[config.mk]
export PLATFORM = sky130hd
export DESIGN_NAME = conv3x3_mac_flat
export DESIGN_NICKNAME = d
export VERILOG_FILES = /design/src/rtl/conv3x3_mac_if.sv /design/src/rtl/conv3x3_mac.sv /design/src/flat_wrapper.sv
export SDC_FILE = /design/constraint.sdc
export NUM_CORES = 2
export LEC_CHECK = 0
export ABC_AREA = 1
export BUFFER_PORTS_ARGS = -buffer_cell sky130_fd_sc_hd__buf_2
export CAP_MARGIN = 20
export CORE_ASPECT_RATIO = 0.7
export CORE_MARGIN = 4
export CORE_UTILIZATION = 40
export CTS_BUF_LIST = sky130_fd_sc_hd__clkbuf_8 sky130_fd_sc_hd__clkbuf_16
export DETAILED_ROUTE_END_ITERATION = 10
export PLACE_DENSITY = 0.53
export SLEW_MARGIN = 0
export SYNTH_ARGS = -nofsm -noshare
export SYNTH_HDL_FRONTEND = slang
export SYNTH_SLANG_ARGS = --single-unit
[constraint.sdc]
create_clock -name clk -period 10.2 [get_ports clk]
set_clock_uncertainty 0.2 [all_clocks]
set_input_delay 2.55 -clock clk [delete_from_list [all_inputs] [get_ports clk]]
set_output_delay 2.55 -clock clk [all_outputs]
set_load 0.1 [all_outputs]
[src/rtl/conv3x3_mac_if.sv]
// conv3x3_mac_if: bus bundle for the 3x3 convolution MAC engine.
//
// Groups the window input stream, the configuration write port and the
// result output stream so that the engine and its environment connect with a
// single port each.
//
// Signals:
//   pixel_data        9*DATA_W  packed window, tap k (row-major) at [k*DATA_W +: DATA_W]
//   pixel_data_valid  1         window valid
//   pixel_data_ready  1         engine accepts window this cycle
//   cfg_we            1         config write strobe
//   cfg_addr          4         0-8 kernel tap, 9 norm_mul, 10 shift, 11 abs mode
//   cfg_data          16        config write data (low bits used)
//   o_pixel           DATA_W    result pixel
//   o_pixel_valid     1         result valid
//   o_pixel_ready     1         downstream accepts result
//
// Modports:
//   slave   engine side
//   master  source/sink side (pipeline neighbour or testbench)

interface conv3x3_mac_if #(
    parameter int DATA_W = 8
);

    logic [9*DATA_W-1:0] pixel_data;
    logic                pixel_data_valid;
    logic                pixel_data_ready;

    logic                cfg_we;
    logic [3:0]          cfg_addr;
    logic [15:0]         cfg_data;

    logic [DATA_W-1:0]   o_pixel;
    logic                o_pixel_valid;
    logic                o_pixel_ready;

    modport slave (
        input  pixel_data,
        input  pixel_data_valid,
        output pixel_data_ready,
        input  cfg_we,
        input  cfg_addr,
        input  cfg_data,
        output o_pixel,
        output o_pixel_valid,
        input  o_pixel_ready
    );

    modport master (
        output pixel_data,
        output pixel_data_valid,
        input  pixel_data_ready,
        output cfg_we,
        output cfg_addr,
        output cfg_data,
        input  o_pixel,
        input  o_pixel_valid,
        output o_pixel_ready
    );

endinterface

[src/rtl/conv3x3_mac.sv]
// conv3x3_mac: 3x3 convolution multiply-accumulate engine.
//
// Consumes one packed 3x3 window per transfer and produces one normalised,
// saturated pixel four cycles later. Coefficients are signed and writable at
// runtime; normalisation is (sum * norm_mul) >>> shift, optionally followed
// by absolute value, then clamped to [0, 2^DATA_W-1].
//
// Pipeline:
//   S1  tap products           (prod_q)
//   S2  9-input adder tree     (sum_q)
//   S3  reciprocal multiply    (mul_q)
//   S4  shift / abs / saturate (o_pixel)
// All stages advance together when the output register is empty or being
// drained, so the window-side ready is simply that advance enable.
//
// Ports:
//   clk   clock, all state on rising edge
//   rstn  asynchronous active-low reset
//   bus   conv3x3_mac_if.slave (window in, config write, result out)
//
// Build option:
//   CONV_ROUND_EN  when defined, S4 adds 2^(shift-1) before the shift
//                  (round half up on the signed value); otherwise the shift
//                  truncates toward -inf. Latency is the same either way.
//
// The interface DATA_W parameter must match this module's DATA_W.

module conv3x3_mac #(
    parameter int DATA_W  = 8,
    parameter int COEF_W  = 8,
    parameter int NORM_W  = 10,
    parameter int SHIFT_W = 5
) (
    input logic          clk,
    input logic          rstn,
    conv3x3_mac_if.slave bus
);

    localparam int PROD_W = DATA_W + COEF_W + 1;
    localparam int SUM_W  = DATA_W + COEF_W + 5;
    localparam int MUL_W  = SUM_W + NORM_W + 1;
    // One spare bit so the rounding increment can never wrap the product.
    localparam int RND_W  = MUL_W + 1;

    localparam int NTAPS  = 9;

    // ------------------------------------------------------------------
    // Configuration registers
    // ------------------------------------------------------------------
    logic signed [COEF_W-1:0]  kernel_q   [NTAPS];
    logic signed [COEF_W-1:0]  kernel_d   [NTAPS];
    logic        [NORM_W-1:0]  norm_mul_q;
    logic        [NORM_W-1:0]  norm_mul_d;
    logic        [SHIFT_W-1:0] shift_q;
    logic        [SHIFT_W-1:0] shift_d;
    logic                      abs_mode_q;
    logic                      abs_mode_d;

    // Writes land on the next edge independent of the pipeline enable; a
    // window accepted on that same edge therefore still sees the old kernel.
    always_comb begin
        kernel_d   = kernel_q;
        norm_mul_d = norm_mul_q;
        shift_d    = shift_q;
        abs_mode_d = abs_mode_q;
        if (bus.cfg_we) begin
            for (int k = 0; k < NTAPS; k++) begin
                if (bus.cfg_addr == 4'(k)) begin
                    kernel_d[k] = bus.cfg_data[COEF_W-1:0];
                end
            end
            case (bus.cfg_addr)
                4'd9:    norm_mul_d = bus.cfg_data[NORM_W-1:0];
                4'd10:   shift_d    = bus.cfg_data[SHIFT_W-1:0];
                4'd11:   abs_mode_d = bus.cfg_data[0];
                default: ;  // taps handled above, 12-15 ignored
            endcase
        end
    end

    // Defaults form a 9-tap box blur: 57/512 is roughly 1/9.
    always_ff @(posedge clk or negedge rstn) begin
        if (!rstn) begin
            for (int k = 0; k < NTAPS; k++) begin
                kernel_q[k] <= COEF_W'(1);
            end
            norm_mul_q <= NORM_W'(57);
            shift_q    <= SHIFT_W'(9);
            abs_mode_q <= 1'b0;
        end else begin
            kernel_q   <= kernel_d;
            norm_mul_q <= norm_mul_d;
            shift_q    <= shift_d;
            abs_mode_q <= abs_mode_d;
        end
    end

    // ------------------------------------------------------------------
    // Flow control
    // ------------------------------------------------------------------
    logic              en;
    logic              s1_valid_q;
    logic              s2_valid_q;
    logic              s3_valid_q;
    logic              o_pixel_valid_q;
    logic [DATA_W-1:0] o_pixel_q;

    // The whole pipe moves as one; only the output register can block it.
    assign en = !o_pixel_valid_q || bus.o_pixel_ready;

    assign bus.pixel_data_ready = en;
    assign bus.o_pixel          = o_pixel_q;
    assign bus.o_pixel_valid    = o_pixel_valid_q;

    // ------------------------------------------------------------------
    // S1: tap products
    // ------------------------------------------------------------------
    logic signed [PROD_W-1:0] prod_d [NTAPS];
    logic signed [PROD_W-1:0] prod_q [NTAPS];

    // Pixels are unsigned: a zero MSB is prepended so the signed multiply
    // treats them as non-negative.
    always_comb begin
        for (int k = 0; k < NTAPS; k++) begin
            prod_d[k] = PROD_W'(signed'({1'b0, bus.pixel_data[k*DATA_W +: DATA_W]}))
                      * PROD_W'(kernel_q[k]);
        end
    end

    // ------------------------------------------------------------------
    // S2: adder tree
    // ------------------------------------------------------------------
    logic signed [SUM_W-1:0] sum_d;
    logic signed [SUM_W-1:0] sum_q;

    // Four guard bits above the product width cover the nine-way sum.
    always_comb begin
        sum_d = '0;
        for (int k = 0; k < NTAPS; k++) begin
            sum_d = sum_d + SUM_W'(prod_q[k]);
        end
    end

    // ------------------------------------------------------------------
    // S3: reciprocal multiply
    // ------------------------------------------------------------------
    logic signed [MUL_W-1:0] mul_d;
    logic signed [MUL_W-1:0] mul_q;

    always_comb begin
        mul_d = MUL_W'(sum_q) * MUL_W'(signed'({1'b0, norm_mul_q}));
    end

    // ------------------------------------------------------------------
    // S4: shift, optional rounding, abs, saturate
    // ------------------------------------------------------------------
    logic signed [RND_W-1:0] rnd;
    logic signed [RND_W-1:0] shifted;
    logic signed [RND_W-1:0] mag;
    logic        [DATA_W-1:0] pix_d;

    always_comb begin
        rnd = RND_W'(mul_q);
`ifdef CONV_ROUND_EN
        // Half-LSB bias ahead of the floor shift gives round-half-up.
        if (shift_q != '0) begin
            rnd = rnd + (RND_W'(1) << (shift_q - SHIFT_W'(1)));
        end
`endif
        shifted = rnd >>> shift_q;

        mag = shifted;
        if (abs_mode_q && shifted[RND_W-1]) begin
            mag = -shifted;
        end

        if (mag[RND_W-1]) begin
            pix_d = '0;
        end else if (|mag[RND_W-2:DATA_W]) begin
            pix_d = '1;
        end else begin
            pix_d = mag[DATA_W-1:0];
        end
    end

    // ------------------------------------------------------------------
    // Stage registers
    // ------------------------------------------------------------------
    // Valid bits and the visible output are reset; o_pixel only loads on a
    // real result so it holds its last value across bubbles.
    always_ff @(posedge clk or negedge rstn) begin
        if (!rstn) begin
            s1_valid_q      <= 1'b0;
            s2_valid_q      <= 1'b0;
            s3_valid_q      <= 1'b0;
            o_pixel_valid_q <= 1'b0;
            o_pixel_q       <= '0;
        end else if (en) begin
            s1_valid_q      <= bus.pixel_data_valid;
            s2_valid_q      <= s1_valid_q;
            s3_valid_q      <= s2_valid_q;
            o_pixel_valid_q <= s3_valid_q;
            if (s3_valid_q) begin
                o_pixel_q <= pix_d;
            end
        end
    end

    // Datapath registers carry don't-care values in bubbles, so no reset.
    always_ff @(posedge clk) begin
        if (en) begin
            prod_q <= prod_d;
            sum_q  <= sum_d;
            mul_q  <= mul_d;
        end
    end

endmodule
[src/flat_wrapper.sv]
// flat-port wrapper written by rule: the top's interface ports become plain ports
module conv3x3_mac_flat 
#(
    parameter int DATA_W  = 8,
    parameter int COEF_W  = 8,
    parameter int NORM_W  = 10,
    parameter int SHIFT_W = 5
)
  (clk, rstn, bus_pixel_data, bus_pixel_data_valid, bus_pixel_data_ready, bus_cfg_we, bus_cfg_addr, bus_cfg_data, bus_o_pixel, bus_o_pixel_valid, bus_o_pixel_ready);
  conv3x3_mac_if #(.DATA_W(DATA_W)) bus_i ();
  input logic clk;
  input logic rstn;
  input wire logic [$bits(bus_i.pixel_data)-1:0] bus_pixel_data;
  input wire logic [$bits(bus_i.pixel_data_valid)-1:0] bus_pixel_data_valid;
  output wire logic [$bits(bus_i.pixel_data_ready)-1:0] bus_pixel_data_ready;
  input wire logic [$bits(bus_i.cfg_we)-1:0] bus_cfg_we;
  input wire logic [$bits(bus_i.cfg_addr)-1:0] bus_cfg_addr;
  input wire logic [$bits(bus_i.cfg_data)-1:0] bus_cfg_data;
  output wire logic [$bits(bus_i.o_pixel)-1:0] bus_o_pixel;
  output wire logic [$bits(bus_i.o_pixel_valid)-1:0] bus_o_pixel_valid;
  input wire logic [$bits(bus_i.o_pixel_ready)-1:0] bus_o_pixel_ready;
  assign bus_i.pixel_data = bus_pixel_data;
  assign bus_i.pixel_data_valid = bus_pixel_data_valid;
  assign bus_pixel_data_ready = bus_i.pixel_data_ready;
  assign bus_i.cfg_we = bus_cfg_we;
  assign bus_i.cfg_addr = bus_cfg_addr;
  assign bus_i.cfg_data = bus_cfg_data;
  assign bus_o_pixel = bus_i.o_pixel;
  assign bus_o_pixel_valid = bus_i.o_pixel_valid;
  assign bus_i.o_pixel_ready = bus_o_pixel_ready;
  conv3x3_mac #(.DATA_W(DATA_W), .COEF_W(COEF_W), .NORM_W(NORM_W), .SHIFT_W(SHIFT_W)) u_core (.clk(clk), .rstn(rstn), .bus(bus_i));
endmodule
* After elaboration in Yosys (flattened, before gate mapping) *
Cells that the tools add are included.

storage, ports and cells
  output and inout port bits = 10
  register bits = 306
  logic and storage cells = 80
  input port bits = 97

operators by class
  add/sub/neg operators = 9
  muxes and demuxes = 3
  multiply operators = 10
  reduce and logical (&&, ||, !) cells = 18
  eq/ne operators = 11
  shift-type cells = 1

operators with widths
  operator                                                          number
  9-bit by 8-bit multiplier with 17-bit output                      9
  21-bit by 17-bit adder with 21-bit output                         6
  33-bit 2-to-1 mux                                                 1
  33-bit negation                                                   1
  32-bit by 5-bit >>> shifter with 33-bit output                    1
  21-bit by 11-bit multiplier with 32-bit output                    1
  2-bit AND reduction                                               13
  24-bit OR reduction                                               1
  18-bit by 17-bit adder with 19-bit output                         1
  17-bit by 17-bit adder with 18-bit output                         1
  4-bit by 3-bit == test with 1-bit output (second input constant)  4
  4-bit == test (second input constant)                             4
  8-bit 2-to-1 mux                                                  2
  4-bit by 2-bit == test with 1-bit output (second input constant)  2
  4-bit by 1-bit == test with 1-bit output (second input constant)  1
  4-bit zero test                                                   1
  1-bit logical AND                                                 1
  1-bit zero test                                                   1
  1-bit logical OR                                                  1

* Depth between registers and ports, before layout *
  depth in word-level cells = 8
  depth in mapped cells = 28
  mapped depth without buffers = 28

* Worst setup path after synthesis *
OpenSTA, ideal clock, no wires.

  path kind = input-to-output
  start point = input bus_o_pixel_ready
  end point = output bus_pixel_data_ready
  cell stages on the path = 2
  path buffers = 0
  data arrival time = 7.642 ns
  slack = -0.192 ns
  data required time = 7.450 ns
  cells stage by stage = inv_1 -> nand2_1

on the way
  cells in the longest elaborated chain, start to end = 1

RTL lines
  what              RTL line            source
  start, declared   flat_wrapper.sv:21  input wire logic [$bits(bus_i.o_pixel_ready)-1:0] bus_o_pixel_ready;
  1-bit logical OR  conv3x3_mac.sv:109  assign en = !o_pixel_valid_q || bus.o_pixel_ready;
  end, declared     flat_wrapper.sv:15  output wire logic [$bits(bus_i.pixel_data_ready)-1:0] bus_pixel_data_ready;

No other way between the ends.

* Worst setup path after layout *
  start point = register u_core.prod_q[103] in the netlist's numbering
  end point = register u_core.sum_q[19] (data pin)

on the way
  cells in the longest elaborated chain, start to end = 7

RTL lines
  what                                                     RTL line            source
  start, declared                                          conv3x3_mac.sv:119  logic signed [PROD_W-1:0] prod_q [NTAPS];
  start signal, assigned                                   conv3x3_mac.sv:212  prod_q <= prod_d;
  18-bit by 17-bit adder with 19-bit output                conv3x3_mac.sv:140  sum_d = sum_d + SUM_W'(prod_q[k]);
  21-bit by 17-bit adder with 21-bit output (6 in series)  conv3x3_mac.sv:140
  net u_core.sum_d[19]                                     conv3x3_mac.sv:133  logic signed [SUM_W-1:0] sum_d;
  end signal, assigned                                     conv3x3_mac.sv:213  sum_q <= sum_d;
  end, declared                                            conv3x3_mac.sv:134  logic signed [SUM_W-1:0] sum_q;

The timed path passes the listed nets, and every way through them passes these cells.
A chain may end at the register's enable or synchronous reset.

==> impl_summary.md <==
Outcome
The run finished with clean final reports.

Synth
The number of nets in the synthesized netlist is 6605. The number of warnings reported in the yosys synthesis log is 0. The mapped netlist covers 0.0445 mm². The share of synthesized area occupied by flip-flops and latches is between 15 and 20%.

Counting distinct cell types in the post-synthesis netlist gives 40. The synthesized design contains between 300 and 400 register bits. The post-synthesis average cell area is 8.26 µm².

Synthesis produced 5381 cells.

Min path
The min-delay analysis places its worst path in the category reg2reg.

Timing
Final hold analysis gives a worst-case slack of about 280 ps. The final setup violation count is 0. For the pin with the worst max-slew slack, the measured transition is around 1100 ps. Setup repair after global routing left no endpoint under its margin. The fmax is between 100 and 150 MHz. Headroom to the max-slew limit came out at 29.4%. The final worst-path cycle share is 72.2%.

The final-report hold violation count is 0. The number of slew-limit violations in the final report was 0. The clock period could shrink to approximately 7400 ps. The final worst setup slack is 2830 ps. Summed over all failing endpoints, the final setup total negative slack is 0 ps.

Drt
The routed wire length is 108 mm. Detailed routing inserted a total of between 30000 and 40000 vias. Dividing the detail-routed wire length by the instance count gives 15.8 µm. The count of nets left with antenna violations once routing finished came out at 0. The number of vias per cell after detailed routing is between 4 and 5. The first-pass iteration count of the detailed router is 6. The total DRC errors in the routed layout is 0. The first routing iteration left 2204 violations.

Global route
The met3 track utilization from global routing is under 10%. The number of antenna violations at the first check in global routing was 9. The met1 capacity usage during global routing is between 30% and 40%.

The maximum number of pins on one net before global-route repair is 79. The sum of overflow across all layers after global routing is 0. The first global-routing pass estimated 177 mm of wire. The met2 track demand over resource is 28.9%. The most utilized layer in the global route result is met1. The number of global-route vias before repair is 32400. For this run, the total global-route usage over all layers was measured as 19.1%.

Floorplanning
From left edge to right edge, the die measures 406 µm. The number of cell rows is 102. The die covers 0.117 mm².

From bottom edge to top edge, the die measures 287 µm. In this run the standard cell core region covers 0.110 mm². The starting density of the core is about two fifths. For this design the top-level I/O count stands at 107.

Critical path
The largest delay contributor family on the critical path is adder cells. The cell with the largest stage delay on the worst path is fa_1. The startpoint of the most critical register-to-register path is u_core.prod_q[103]. The category of the most critical setup path is reg2reg. The longest individual stage delay on the worst path is 560 ps.

Data arrives at the worst endpoint at roughly 7500 ps. STA classifies the critical path endpoint as a flip-flop. Data on the critical path is required at its endpoint by 10320 ps. The buffering stage count on the worst path with inverters included is 3.

Following the worst setup path forward leads to its endpoint at u_core.sum_q[19]. In this design, the critical path's most frequently occurring cell is fa_1. STA classifies the critical path startpoint as a flip-flop. The path depth of the worst reg2reg path is 26. The endpoint identified for the worst register-to-register timing path is u_core.sum_q[19].

The beginning of the critical path is u_core.prod_q[103]. The register-to-register path setup slack is roughly 2800 ps. The maximum fanout along the worst path is 4. The total stage count of the critical path is 26.

CTS
Clock-pin slew was measured on the worst setup and hold paths at around 60 ps. CTS saw 306 sinks. The H-tree was split into 2 levels. The quantity of gates resized following cts is 0. Clock tree synthesis selected as its root buffer the cell clkbuf_16. The post-CTS repair timing setup buffer count is 0. The total CTS buffers is 37. The longest clock path from root to sink contains 3 buffers. The number of hold buffers added after CTS is 0. Clock latency on the worst-skew pair, taken at its later pin, is slightly below 600 ps. TritonCTS built the clock tree.

Cells and area
The layout overhead on the synthesized area is 6.52%. In the final layout, the share of cells above drive strength 1 is 4.94%. Summing all multi-input logic gate instances after layout gives 0.0297 mm². The footprint of the flip-flops and latches is between 0.008 and 0.009 mm². Once layout is complete, the utilization of the core stands at 42.9%. The net count of the finished layout is 6538. The number of fill cells is 11100.

Placed design
Port buffering added 100 buffers. The pre-CTS setup slack is 2620 ps. The global placer's final weighted congestion is just under 0.9. The detailed placer's ending HPWL is 89.4 mm.

Run
Max-cap violations in this run came to 0.
-- area by class of cell --
type	count	share of cell area, %
Antenna cell	1	0.00528
Clock buffer	43	2.13
Inverter	1383	11.0
Timing Repair Buffer	118	1.42
Clock inverter	25	0.523
Tap cell	1456	3.85
Multi-Input combinational cell	3468	62.7
Sequential cell	306	18.4
-- logic make-up (layout without fill, tap and decap cells) --
logic type	count (synthesis)	count (layout)	synth area share (%)
compound gates	366	366	4.39
xor+xnor	183	183	3.61
fa+ha+maj	1127	1127	42.3
buf+inv	1607	1569	13.7
flops	306	306	19.6
mux	2	2	0.0507
other cells	0	1	0
simple gates	1790	1790	16.4
-- layout by cell type, fill, tap and decap left out, drive strengths merged --
| master | instances |
|---|---|
| a21o | 5 |
| ha | 498 |
| nand2 | 1266 |
| xnor2 | 63 |
| a32oi | 1 |
| nor3 | 10 |
| diode | 1 |
| bufinv | 2 |
| inv | 1387 |
| dfstp | 15 |
| nor4 | 1 |
| a21oi | 179 |
| clkbuf | 43 |
| a21boi | 3 |
| mux2 | 2 |
| clkinv | 14 |
| a221oi | 2 |
| buf | 118 |
| dfrtp | 85 |
| fa | 629 |
| o21a | 2 |
| or2 | 42 |
| a31oi | 12 |
| nand4 | 10 |
| clkinvlp | 5 |
| nand3b | 6 |
| xor2 | 120 |
| and2 | 6 |
| nor2 | 201 |
| o21ai | 135 |
| nand3 | 248 |
| o21bai | 15 |
| a211oi | 4 |
| o211ai | 6 |
| o221ai | 2 |
| edfxtp | 206 |
-- worst min-delay path by stage --
| stage | slack, ps | to | startpoint | depth (start not counted) |
|---|---|---|---|---|
| floorplan | 250 | u_core.bus.o_pixel_valid | u_core.s3_valid_q | 2 |
| global placement | 260 | u_core.s3_valid_q | u_core.s2_valid_q | 2 |
| detailed placement | 270 | u_core.bus.o_pixel_valid | u_core.s3_valid_q | 2 |
| CTS | 280 | u_core.bus.o_pixel_valid | u_core.s3_valid_q | 2 |
| global route | 300 | u_core.bus.o_pixel_valid | u_core.s3_valid_q | 2 |
| finish | 280 | u_core.bus.o_pixel_valid | u_core.s3_valid_q | 2 |
-- synth_stat cells --
| master | instances | area (µm²) |
|---|---|---|
| a211oi_1 | 4 | 30.0 |
| a21boi_0 | 3 | 22.5 |
| a21o_1 | 5 | 37.5 |
| a21oi_1 | 179 | 896 |
| a221oi_1 | 2 | 17.5 |
| a31oi_1 | 12 | 75.1 |
| a32oi_1 | 1 | 8.76 |
| and2_1 | 6 | 37.5 |
| buf_1 | 10 | 37.5 |
| buf_2 | 17 | 85.1 |
| buf_6 | 2 | 22.5 |
| clkbuf_1 | 195 | 732 |
| clkinv_1 | 5 | 18.8 |
| dfrtp_1 | 85 | 2130 |
| dfstp_2 | 15 | 394 |
| edfxtp_1 | 206 | 6190 |
| fa_1 | 629 | 12600 |
| ha_1 | 498 | 6230 |
| inv_1 | 1372 | 5150 |
| inv_2 | 6 | 22.5 |
| mux2_2 | 2 | 22.5 |
| nand2_1 | 1253 | 4700 |
| nand2_2 | 13 | 81.3 |
| nand3_1 | 247 | 1240 |
| nand3_2 | 1 | 10.0 |
| nand3b_1 | 6 | 45.0 |
| nand4_1 | 10 | 62.6 |
| nor2_1 | 197 | 739 |
| nor2_4 | 4 | 45.0 |
| nor3_1 | 10 | 50.1 |
| nor4_1 | 1 | 6.26 |
| o211ai_1 | 6 | 45.0 |
| o21a_1 | 2 | 15.0 |
| o21ai_0 | 132 | 661 |
| o21ai_1 | 3 | 15.0 |
| o21bai_1 | 15 | 113 |
| o221ai_1 | 2 | 17.5 |
| or2_2 | 42 | 263 |
| xnor2_1 | 63 | 552 |
| xor2_1 | 120 | 1050 |
-- routing by layer --
| layer | part of all wire, % | vias up |
|---|---|---|
| met5 | 0 | - |
| met4 | 1.0 | 0 |
| met3 | 4.4 | 71 |
| met2 | 42 | 586 |
| met1 | 52 | 15700 |
| li1 | - | 15900 |
-- registers in the layout (all words and copies together) (netlist names) --
signal	count
u_core.s1_valid_q	1
u_core.s3_valid_q	1
u_core.norm_mul_q	10
u_core.kernel_q	72
u_core.bus.o_pixel	8
u_core.prod_q	153
u_core.bus.o_pixel_valid	1
u_core.sum_q	21
u_core.shift_q	5
u_core.s2_valid_q	1
u_core.abs_mode_q	1
u_core.mul_q	32
-- worst min-delay path, cell delays in order, from the launching register on --
cell,delay (ps)
dfrtp_1,340
inv_1,50
nand2_1,60
-- per-stage QoR --
step	instances	cell area (µm²)
finish	6800	47400
CTS	6798	47300
global route	6799	47400
global placement	6728	46000
floorplan	5381	44500
detailed placement	6730	46100
Power is left out: the tool's default activity adds up to more than one toggle a clock period on the data nets, which glitch-free logic cannot reach.
